`config.mk`:
```
export PLATFORM = sky130hd
export DESIGN_NAME = regfile_write_arbiter
export DESIGN_NICKNAME = d
export VERILOG_FILES = /design/src/rtl/cpu_pkg.sv /design/src/rtl/regfile_scoreboard.sv /design/src/rtl/regfile_write_arbiter.sv
export SDC_FILE = /design/constraint.sdc
export NUM_CORES = 1
export LEC_CHECK = 0
export CORE_MARGIN = 5
export CORE_UTILIZATION = 48
export CTS_BUF_LIST = sky130_fd_sc_hd__clkbuf_4 sky130_fd_sc_hd__clkbuf_8
export CTS_CLUSTER_DIAMETER = 40
export DETAILED_ROUTE_END_ITERATION = 10
export PLACE_DENSITY = 0.88
export SETUP_SLACK_MARGIN = 0.4
export SYNTH_ARGS = -nofsm -noshare
export SYNTH_HDL_FRONTEND = slang
export SYNTH_SLANG_ARGS = --single-unit
```
`constraint.sdc`:
```
create_clock -name clock -period 3.8 [get_ports clock]
set_input_delay 0.95 -clock clock [delete_from_list [all_inputs] [get_ports clock]]
set_output_delay 0.95 -clock clock [all_outputs]
set_load 0.01 [all_outputs]
```
`src/rtl/cpu_pkg.sv`:
```
// Shared CPU constants and types.
//   DATA_WIDTH / ADDR_WIDTH : register data and index widths
//   NUM_REGS                : architectural registers tracked by scoreboards
//   ZERO_REG                : XZR index; never written, never busy
//   pri_state_t             : writeback arbiter priority state
package cpu_pkg;

  localparam int DATA_WIDTH = 64;
  localparam int ADDR_WIDTH = 5;
  localparam int NUM_REGS   = 32;
  localparam int ZERO_REG   = 31;

  typedef enum logic {
    PRI_ALU = 1'b0,
    PRI_MEM = 1'b1
  } pri_state_t;

endpackage

```
`src/rtl/regfile_scoreboard.sv`:
```
// Pending-write scoreboard: one busy bit per architectural register.
//   clock, reset             : rising-edge clock, async active-high reset
//   set_valid / set_addr     : a producer was issued for set_addr
//   clear_valid / clear_addr : the write for clear_addr is leaving for the regfile
//   check_addr1/2, busy1/2   : combinational read ports (no same-cycle bypass)
module regfile_scoreboard
  import cpu_pkg::*;
(
  input  logic                  clock,
  input  logic                  reset,
  input  logic                  set_valid,
  input  logic [ADDR_WIDTH-1:0] set_addr,
  input  logic                  clear_valid,
  input  logic [ADDR_WIDTH-1:0] clear_addr,
  input  logic [ADDR_WIDTH-1:0] check_addr1,
  input  logic [ADDR_WIDTH-1:0] check_addr2,
  output logic                  busy1,
  output logic                  busy2
);

  logic [NUM_REGS-1:0] busy_q;
  logic [NUM_REGS-1:0] set_mask;
  logic [NUM_REGS-1:0] clear_mask;

  // NOTE: every variable assigned in always_comb gets a default first, so no
  // path through the block can leave it unassigned and infer a latch.
  always_comb begin
    set_mask   = '0;
    clear_mask = '0;
    if (set_valid && (set_addr != ADDR_WIDTH'(ZERO_REG)))
      set_mask[set_addr] = 1'b1;
    if (clear_valid)
      clear_mask[clear_addr] = 1'b1;
  end

  // Clear first, then set: a new producer issued on the same edge as the old
  // producer's writeback keeps the register busy.
  // NOTE: the busy vector is a bank of flops, not a RAM, so it is reset
  // directly; a RAM-style array would need an explicit clear sequence.
  always_ff @(posedge clock or posedge reset) begin
    if (reset) begin
      busy_q <= '0;
    end else begin
      // NOTE: non-blocking assignment for all sequential state so every flop
      // samples pre-edge values regardless of statement order.
      busy_q <= (busy_q & ~clear_mask) | set_mask;
    end
  end

  // XZR can never be set, but the read is masked too so the port contract
  // holds independently of the set path.
  assign busy1 = (check_addr1 != ADDR_WIDTH'(ZERO_REG)) && busy_q[check_addr1];
  assign busy2 = (check_addr2 != ADDR_WIDTH'(ZERO_REG)) && busy_q[check_addr2];

endmodule

```
`src/rtl/regfile_write_arbiter.sv`:
```
// Round-robin arbiter sharing the register-file write port between the ALU
// and memory-load writeback sources, plus the pending-write scoreboard.
//   clock, reset                     : rising-edge clock, async active-high reset
//   alu_valid/ready/addr/data        : ALU writeback handshake
//   mem_valid/ready/addr/data        : load writeback handshake
//   issue_valid, issue_addr          : decode marks a destination as pending
//   check_addr1/2, busy1/2           : decode source-operand hazard queries
//   reg_write, write_register, write_data : registered regfile write port
module regfile_write_arbiter
  import cpu_pkg::*;
(
  input  logic                  clock,
  input  logic                  reset,
  input  logic                  alu_valid,
  output logic                  alu_ready,
  input  logic [ADDR_WIDTH-1:0] alu_addr,
  input  logic [DATA_WIDTH-1:0] alu_data,
  input  logic                  mem_valid,
  output logic                  mem_ready,
  input  logic [ADDR_WIDTH-1:0] mem_addr,
  input  logic [DATA_WIDTH-1:0] mem_data,
  input  logic                  issue_valid,
  input  logic [ADDR_WIDTH-1:0] issue_addr,
  input  logic [ADDR_WIDTH-1:0] check_addr1,
  input  logic [ADDR_WIDTH-1:0] check_addr2,
  output logic                  busy1,
  output logic                  busy2,
  output logic                  reg_write,
  output logic [ADDR_WIDTH-1:0] write_register,
  output logic [DATA_WIDTH-1:0] write_data
);

  pri_state_t            state_q, state_d;
  logic                  grant_alu, grant_mem;
  logic                  xfer_valid;
  logic [ADDR_WIDTH-1:0] xfer_addr;
  logic [DATA_WIDTH-1:0] xfer_data;

  always_ff @(posedge clock or posedge reset) begin
    if (reset) state_q <= PRI_MEM;
    else       state_q <= state_d;
  end

  // Grants are suppressed while reset is high so no handshake can complete
  // into flops that are being held clear.
  always_comb begin
    grant_alu = 1'b0;
    grant_mem = 1'b0;
    state_d   = state_q;
    if (!reset) begin
      if (alu_valid && mem_valid) begin
        if (state_q == PRI_ALU) grant_alu = 1'b1;
        else                    grant_mem = 1'b1;
      end else if (alu_valid) begin
        grant_alu = 1'b1;
      end else if (mem_valid) begin
        grant_mem = 1'b1;
      end
    end
    // Whoever won hands priority to the other source; idle cycles keep it.
    if (grant_alu)      state_d = PRI_MEM;
    else if (grant_mem) state_d = PRI_ALU;
  end

  assign alu_ready  = grant_alu;
  assign mem_ready  = grant_mem;
  assign xfer_valid = grant_alu | grant_mem;
  assign xfer_addr  = grant_alu ? alu_addr : mem_addr;
  assign xfer_data  = grant_alu ? alu_data : mem_data;

  // A transfer to XZR is accepted and loads the index/data registers, but the
  // write enable stays low so the regfile never sees it.
  always_ff @(posedge clock or posedge reset) begin
    if (reset) begin
      reg_write      <= 1'b0;
      write_register <= '0;
      write_data     <= '0;
    end else begin
      reg_write <= xfer_valid && (xfer_addr != ADDR_WIDTH'(ZERO_REG));
      if (xfer_valid) begin
        write_register <= xfer_addr;
        write_data     <= xfer_data;
      end
    end
  end

  regfile_scoreboard u_scoreboard (
    .clock       (clock),
    .reset       (reset),
    .set_valid   (issue_valid),
    .set_addr    (issue_addr),
    .clear_valid (xfer_valid),
    .clear_addr  (xfer_addr),
    .check_addr1 (check_addr1),
    .check_addr2 (check_addr2),
    .busy1       (busy1),
    .busy2       (busy2)
  );

endmodule

```
==> results of run 1 <==
[power by group]
group,switching [mW],internal [mW]
sequential,0.0757,1.21
combinational,0.401,0.471
clock,0.408,0.286
[layer usage]
metal / global-route usage [%] / share of wire, % / up-vias
met1: 30.8 / 35 / 2734
met4: 9.61 / 3.5 / 2
li1: - / - / 2520
met2: 49.3 / 51 / 353
met5: 0 / 0.035 / -
met3: 8.46 / 9.6 / 61
[cell type report]
cell class | instances | area, µm²
clock buffers | 11 | 151
multi-input cells | 387 | 2700
flip-flops and latches | 103 | 2580
diodes | 1 | 2.50
well taps | 143 | 179
repair buffers | 253 | 2470
fillers | 824 | 3190
inverters | 23 | 88.8
clock inverters | 5 | 51.3
[through the flow]
stage,cells,setup TNS [ns]
2_1_floorplan,558,0
3_3_place_gp,907,-0.769
3_5_place_dp,907,-0.853
4_1_cts,923,0
5_1_grt,926,0
6_report,926,0
[cell usage in the layout, fill, tap and decap left out, types with 11 or more instances in the layout]
master           synthesis  routed
o221ai_1                13      13
o211ai_1                14      14
o21ai_0                 39      38
o41ai_1                 16      16
buf_4                    0      19
mux2i_1                 36      36
mux4_2                   4      16
nand2_1                115     115
inv_1                   22      21
a22oi_1                 37      37
dfrtp_1                102     102
nand3_1                 28      28
clkbuf_8                 0      11
clkdlybuf4s50_1          0     220
[registers in the layout (all words and copies together) (netlist names)]
| signal | flops |
|---|---|
| reg_write | 1 |
| state_q | 1 |
| u_scoreboard.busy_q | 32 |
| write_data | 64 |
| write_register | 5 |
[what timing repair did]
action / CTS / global route
buffers inserted: 0 / 2
pin swaps: 0 / 1
setup endpoints to repair: 4 / 2
cloned: 0 / 0
hold buffers: 0 / 0
gates resized for setup: 34 / 13
[cells by family (layout without fill, tap and decap cells)]
kind of cell           Yosys count  count (layout)
AOI/OAI and AO/OA              150             150
DFF                            103             103
and+or+nand+nor                183             183
buffers and inverters           68             292
muxes                           54              54
other                            0               1
[cells in the mapped netlist, drive strengths merged, types with 4 or more instances]
| cell type | count | share of area, % |
|---|---|---|
| o41ai | 16 | 2.5 |
| buf | 21 | 2.3 |
| inv | 23 | 1.5 |
| nand2b | 4 | 0.45 |
| a21oi | 6 | 0.54 |
| nand2 | 115 | 7.7 |
| o211ai | 14 | 1.9 |
| mux2i | 36 | 6.4 |
| o21ai | 39 | 3.5 |
| a31oi | 6 | 0.67 |
| nor3 | 6 | 0.63 |
| a22oi | 37 | 5.0 |
| dfrtp | 102 | 46 |
| nand3 | 28 | 2.5 |
| clkbuf | 24 | 1.6 |
| mux4 | 16 | 7.2 |
| o221ai | 13 | 2.0 |
| o2111ai | 6 | 0.94 |
| nor2 | 4 | 0.27 |
| nand4 | 4 | 0.45 |
| nand4b | 4 | 0.63 |
[tightest hold or removal path: cells and delay by family (launching register included)]
family	cells	cell delay [ns]
AND/OR/NAND/NOR	1	0.04
flip-flops	1	0.36
AO/OA/AOI/OAI	1	0.06
[worst min path at each step]
stage | from | endpoint | slack, ns | depth (start not counted)
2_1_floorplan | u_scoreboard.busy_q[17]$_DFF_PP0_ | u_scoreboard.busy_q[17]$_DFF_PP0_ | 0.49 | 2
3_3_place_gp | write_data[22]$_DFFE_PP0P_ | write_data[22]$_DFFE_PP0P_ | 0.46 | 2
3_5_place_dp | write_data[23]$_DFFE_PP0P_ | write_data[23]$_DFFE_PP0P_ | 0.47 | 2
4_1_cts | write_data[1]$_DFFE_PP0P_ | write_data[1]$_DFFE_PP0P_ | 0.49 | 2
5_1_grt | write_data[14]$_DFFE_PP0P_ | write_data[14]$_DFFE_PP0P_ | 0.53 | 2
6_report | write_data[1]$_DFFE_PP0P_ | write_data[1]$_DFFE_PP0P_ | 0.49 | 2
==> summary.txt, run 1 <==
PwrDens: 347 nW/µm²
TritonCTS clock tree: yes
1st-pass router iterations: 5
Hold WC Path Type: reg2reg
Syn-to-layout area delta: 47.0%
Sequential-to-total area share from yosys stat: 46.1%
Critical setup path kind: in2out
I/O pins: 232
VDD IR max: 0.295 mV
Grt total ovfl: 0
Fin area: 8230 µm²
Worst-case clock buffer depth: 2
Required @ worst endpoint: 2.85 ns
Std-Cell Rows: 39
DRC viols: 0
Distinct cells, synth: 47
DP HPWL: 15200 µm
Cells after Synth: 558
Initial core utilization: 49.0%
Worst skew pair latency: 0.38 ns
# Max-Cap Violations: 0
Final setup fails: 0
Post-synthesis mux area share: 14.1%
Final worst path period need: 3.36 ns
Worst-Margin Slew: 0.855 ns
Routed Antenna Nets: 0
Crit path depth: 6
Final Power: 2.86 mW
RR Startpoint: state_q$_DFFE_PP1P_
GPL Wtd Cong: 0.941
R2r endpoint: u_scoreboard.busy_q[9]$_DFF_PP0_
CP max stage delay: 0.50 ns
Post-synthesis instance area: 5600 µm²
Post-Synth Adder-Cell Area: 0%
First-pass GRT wire length: 31100 µm
EDFF count, synth: 0
Initial antenna violation count: 2
Placed inst area: 8060 µm²
Die X: 118 µm
Critical Path End Type: primary output
CP Capture Point: busy1
Gr usage total: 27.5%
Maximum fanout along the worst path: 4
Layout cells sized above 1: 9.59%
Clock Tree Root: clkbuf_8
Crit path DAT: 2.41 ns
Hold Violations, Final: 0
Pre-CTS setup slack: -0.442 ns
Tcrit/Tclk final: 88.4%
Crit-path cells: clkbuf_4 > mux4_2 > mux2_2 > and3_1 > a211o_1 > buf_2
Final worst slack: 0.440 ns
Clock Skew: 0.0129 ns
CTS clk-pin slew, worst paths: 0.10 ns
Total CTS buffers: 9
Ys async rst share: 100%
Status: finished clean
Core area: 11400 µm²
Vias per cell: 6.12
Die height: 118 µm
RSZ-0062 raised after global routing: yes
Final wirelength: 19900 µm
CP Launch Point: check_addr1[0]
CP bufs+invs: 2
Post-synthesis register bit count: 103
H-Tree Depth: 3
Die ar.: 13900 µm²
Synthesized area per cell: 10.0 µm²
Worst R2R Setup Slack: 1.65 ns
Hold_ws: 0.489 ns
Ys flop type: dfrtp_1
Vias: 5670
Top delay family on crit path: multiplexers
Largest family of logic cells by synthesized area: compound AO/OA/AOI/OAI gates
Largest net degree at the start of global routing: 68
R2R cell count: 5
Max Clock Freq: 298 MHz
Syn_nets: 716
Final slew viol count: 0
Leakage: 3.47 nW
Count of warnings emitted by yosys: 0
Startpoint Class: input port
CTS sink count: 103
Worst path slowest cell: mux4_2
Final nets: 935
Synth Area in XOR/XNOR: 0%
Slew margin rel.: 43.0%
Vias in the first global route: 5839
Drt wl/cell: 21.5 µm
Buffers on Ports: 231
Final Util: 72.1%
First-iteration detailed-routing DRC count: 493
Compound-cell area share of the yosys netlist: 19.4%
Simple-gate portion of the synthesized area: 15.1%
(Power assumes the default switching activity.)
==> inputs of run 2 (changes only) <==
--- a/config.mk
+++ b/config.mk
@@ -5,12 +5,13 @@
 export SDC_FILE = /design/constraint.sdc
 export NUM_CORES = 1
 export LEC_CHECK = 0
+export CAP_MARGIN = 15
 export CORE_MARGIN = 5
-export CORE_UTILIZATION = 48
+export CORE_UTILIZATION = 35
 export CTS_BUF_LIST = sky130_fd_sc_hd__clkbuf_4 sky130_fd_sc_hd__clkbuf_8
 export CTS_CLUSTER_DIAMETER = 40
 export DETAILED_ROUTE_END_ITERATION = 10
-export PLACE_DENSITY = 0.88
+export PLACE_DENSITY = 0.68
 export SETUP_SLACK_MARGIN = 0.4
 export SYNTH_ARGS = -nofsm -noshare
 export SYNTH_HDL_FRONTEND = slang
==> summary.txt, run 2 (same netlist as run 1, synthesis figures left out) <==
Non-Filler Instances: 1002
Int Power: 2.07 mW
RR Startpoint: state_q$_DFFE_PP1P_
Initial antenna violation count: 1
Critical setup path kind: in2out
CP bufs+invs: 4
DP HPWL: 15600 µm
Hold WC Path Type: reg2reg
Layout cells sized above 1: 9.41%
Placed inst area: 8190 µm²
Final worst path period need: 3.35 ns
Power share of the combinational group: 29.5%
Clock Tree Root: clkbuf_8
Placed cell count: 984
GPL Wtd Cong: 0.908
Hold Violations, Final: 0
ANT cells: 0
Vias per cell: 5.49
H-Tree Depth: 3
Worst-Margin Slew: 0.896 ns
Final worst slack: 0.449 ns
Slew margin rel.: 40.3%
Register area: 2580 µm²
Syn-to-layout area delta: 49.7%
Worst R2R Setup Slack: 1.68 ns
Sw frac: 29.4%
Flip-flop count of the largest register after layout: 64
Gr usage total: 21.5%
Max Clock Freq: 298 MHz
Grt total ovfl: 0
Worst path slowest cell: mux4_2
Most common cell after layout, fill and taps aside: clkdlybuf4s50_1
Hold path endpoint: write_data[20]$_DFFE_PP0P_
Vias: 5497
CTS Hold Buffers Added: 0
Crit path DAT: 2.40 ns
Clock power frac: 26.6%
R2R cell count: 5
FILL cells: 1428
Die X: 136 µm
Buffers on Ports: 231
Biggest regs: write_data x64, u_scoreboard.busy_q x32, write_register x5
Startpoint Class: input port
Std-Cell Rows: 46
Crit-path cells: clkbuf_2 > buf_6 > buf_4 > mux4_2 > mux2_2 > and3_1 > a211o_1 > buf_2
First-iteration detailed-routing DRC count: 380
Total CTS buffers: 9
CTS sink count: 103
Worst skew pair latency: 0.38 ns
Final setup fails: 0
I/O pins: 232
DRC viols: 0
Largest net degree at the start of global routing: 70
Min-delay src: write_data[20]$_DFFE_PP0P_
WHS Path Cells: 2
1st-pass router iterations: 5
Psw: 864 µW
Maximum fanout along the worst path: 5
VDD IR max: 0.176 mV
Die height: 136 µm
CP max stage delay: 0.28 ns
Top reg by flops: write_data
Die ar.: 18600 µm²
Core area: 15800 µm²
Critical Path End Type: primary output
PwrDens: 350 nW/µm²
Final nets: 939
Pre-CTS setup slack: -0.427 ns
Status: finished clean
Top delay family on crit path: multiplexers
Worst-case clock buffer depth: 2
RSZ-0062 raised after global routing: yes
Fin area: 8380 µm²
Reg power frac: 43.9%
First-pass GRT wire length: 31100 µm
Leakage: 3.48 nW
Tcrit/Tclk final: 88.2%
Initial core utilization: 35.5%
Clock Skew: 0.00821 ns
Multi-input combinational cell area: 2720 µm²
# Max-Cap Violations: 0
Routed Antenna Nets: 0
Final Power: 2.93 mW
Final wirelength: 20100 µm
Drt wl/cell: 20.1 µm
TritonCTS clock tree: yes
R2r endpoint: u_scoreboard.busy_q[30]$_DFF_PP0_
Commonest cells after routing, fill and taps aside: 221 x clkdlybuf4s50_1, 115 x nand2_1, 102 x dfrtp_1
Vias in the first global route: 5642
Final slew viol count: 0
Hold_ws: 0.482 ns
CTS clk-pin slew, worst paths: 0.10 ns
Required @ worst endpoint: 2.85 ns
-- run 2: cell count changes in the layout (fill, tap and decap cells not counted), moves of 2 or more --
| cell | previous run | this run |
|---|---|---|
| clkinvlp_4 | 0 | 2 |
| mux4_2 | 16 | 11 |
| buf_4 | 19 | 24 |
| mux4_1 | 0 | 5 |
| clkbuf_8 | 11 | 9 |
| clkinv_4 | 3 | 0 |
| bufinv_16 | 0 | 2 |
-- run 2: power groups by stage --
stage               Clock (mW)  Combinational [mW]  Sequential (mW)
detailed placement           0               0.873             1.31
global route             0.841               0.935             1.30
global placement             0               0.858             1.30
floorplan                    0               0.295             1.35
CTS                      0.802               0.872             1.29
finish                   0.780               0.866             1.29
-- run 2: worst reg2reg max path, delay by kind of cell (launching register included) --
family	cells	cell delay, ns
DFF	1	0.58
buffers and inverters	1	0.20
AOI/OAI and AO/OA	4	1.20
-- run 2: repair_timing --
action                                  4_1_cts  5_1_grt
endpoints found under the setup margin        4        2
resized for setup                            31       11
pin swaps                                     1        1
buffers inserted                              0        2
endpoints found under the hold margin         0        0
-- run 2: layout make-up --
| type | count | share of cell area (%) |
|---|---|---|
| repair buffers | 257 | 29.9 |
| clock buffers | 10 | 1.57 |
| multi-input cells | 387 | 32.4 |
| inverters | 23 | 1.06 |
| clock inverters | 6 | 1.10 |
| well taps | 216 | 3.22 |
| flip-flops and latches | 103 | 30.8 |
-- run 2: worst max-delay path by stage --
stage                        start  cells after the start  slack, ns     to
CTS                 check_addr2[1]                      7       0.38  busy2
finish              check_addr2[1]                      8       0.45  busy2
floorplan           check_addr1[1]                      5       0.55  busy1
global route        check_addr2[2]                      6       0.39  busy2
detailed placement  check_addr2[0]                      7      -0.43  busy2
global placement    check_addr1[0]                      7      -0.39  busy1
-- run 2: per-stage QoR --
| step | util [%] | setup TNS [ns] |
|---|---|---|
| after floorplan | - | 0 |
| after global placement | 51.9 | -0.789 |
| after global routing | 53.1 | 0 |
| after CTS | 53.1 | 0 |
| final | 53.1 | 0 |
| after detailed placement | 51.9 | -0.836 |
-- run 2: layer usage --
layer	track usage [%]	up-vias	share of wire (%)
li1	-	2533	-
met1	26.3	2653	39
met2	36.3	265	50
met3	6.37	44	8.3
met4	7.17	2	2.5
met5	0	-	0.035
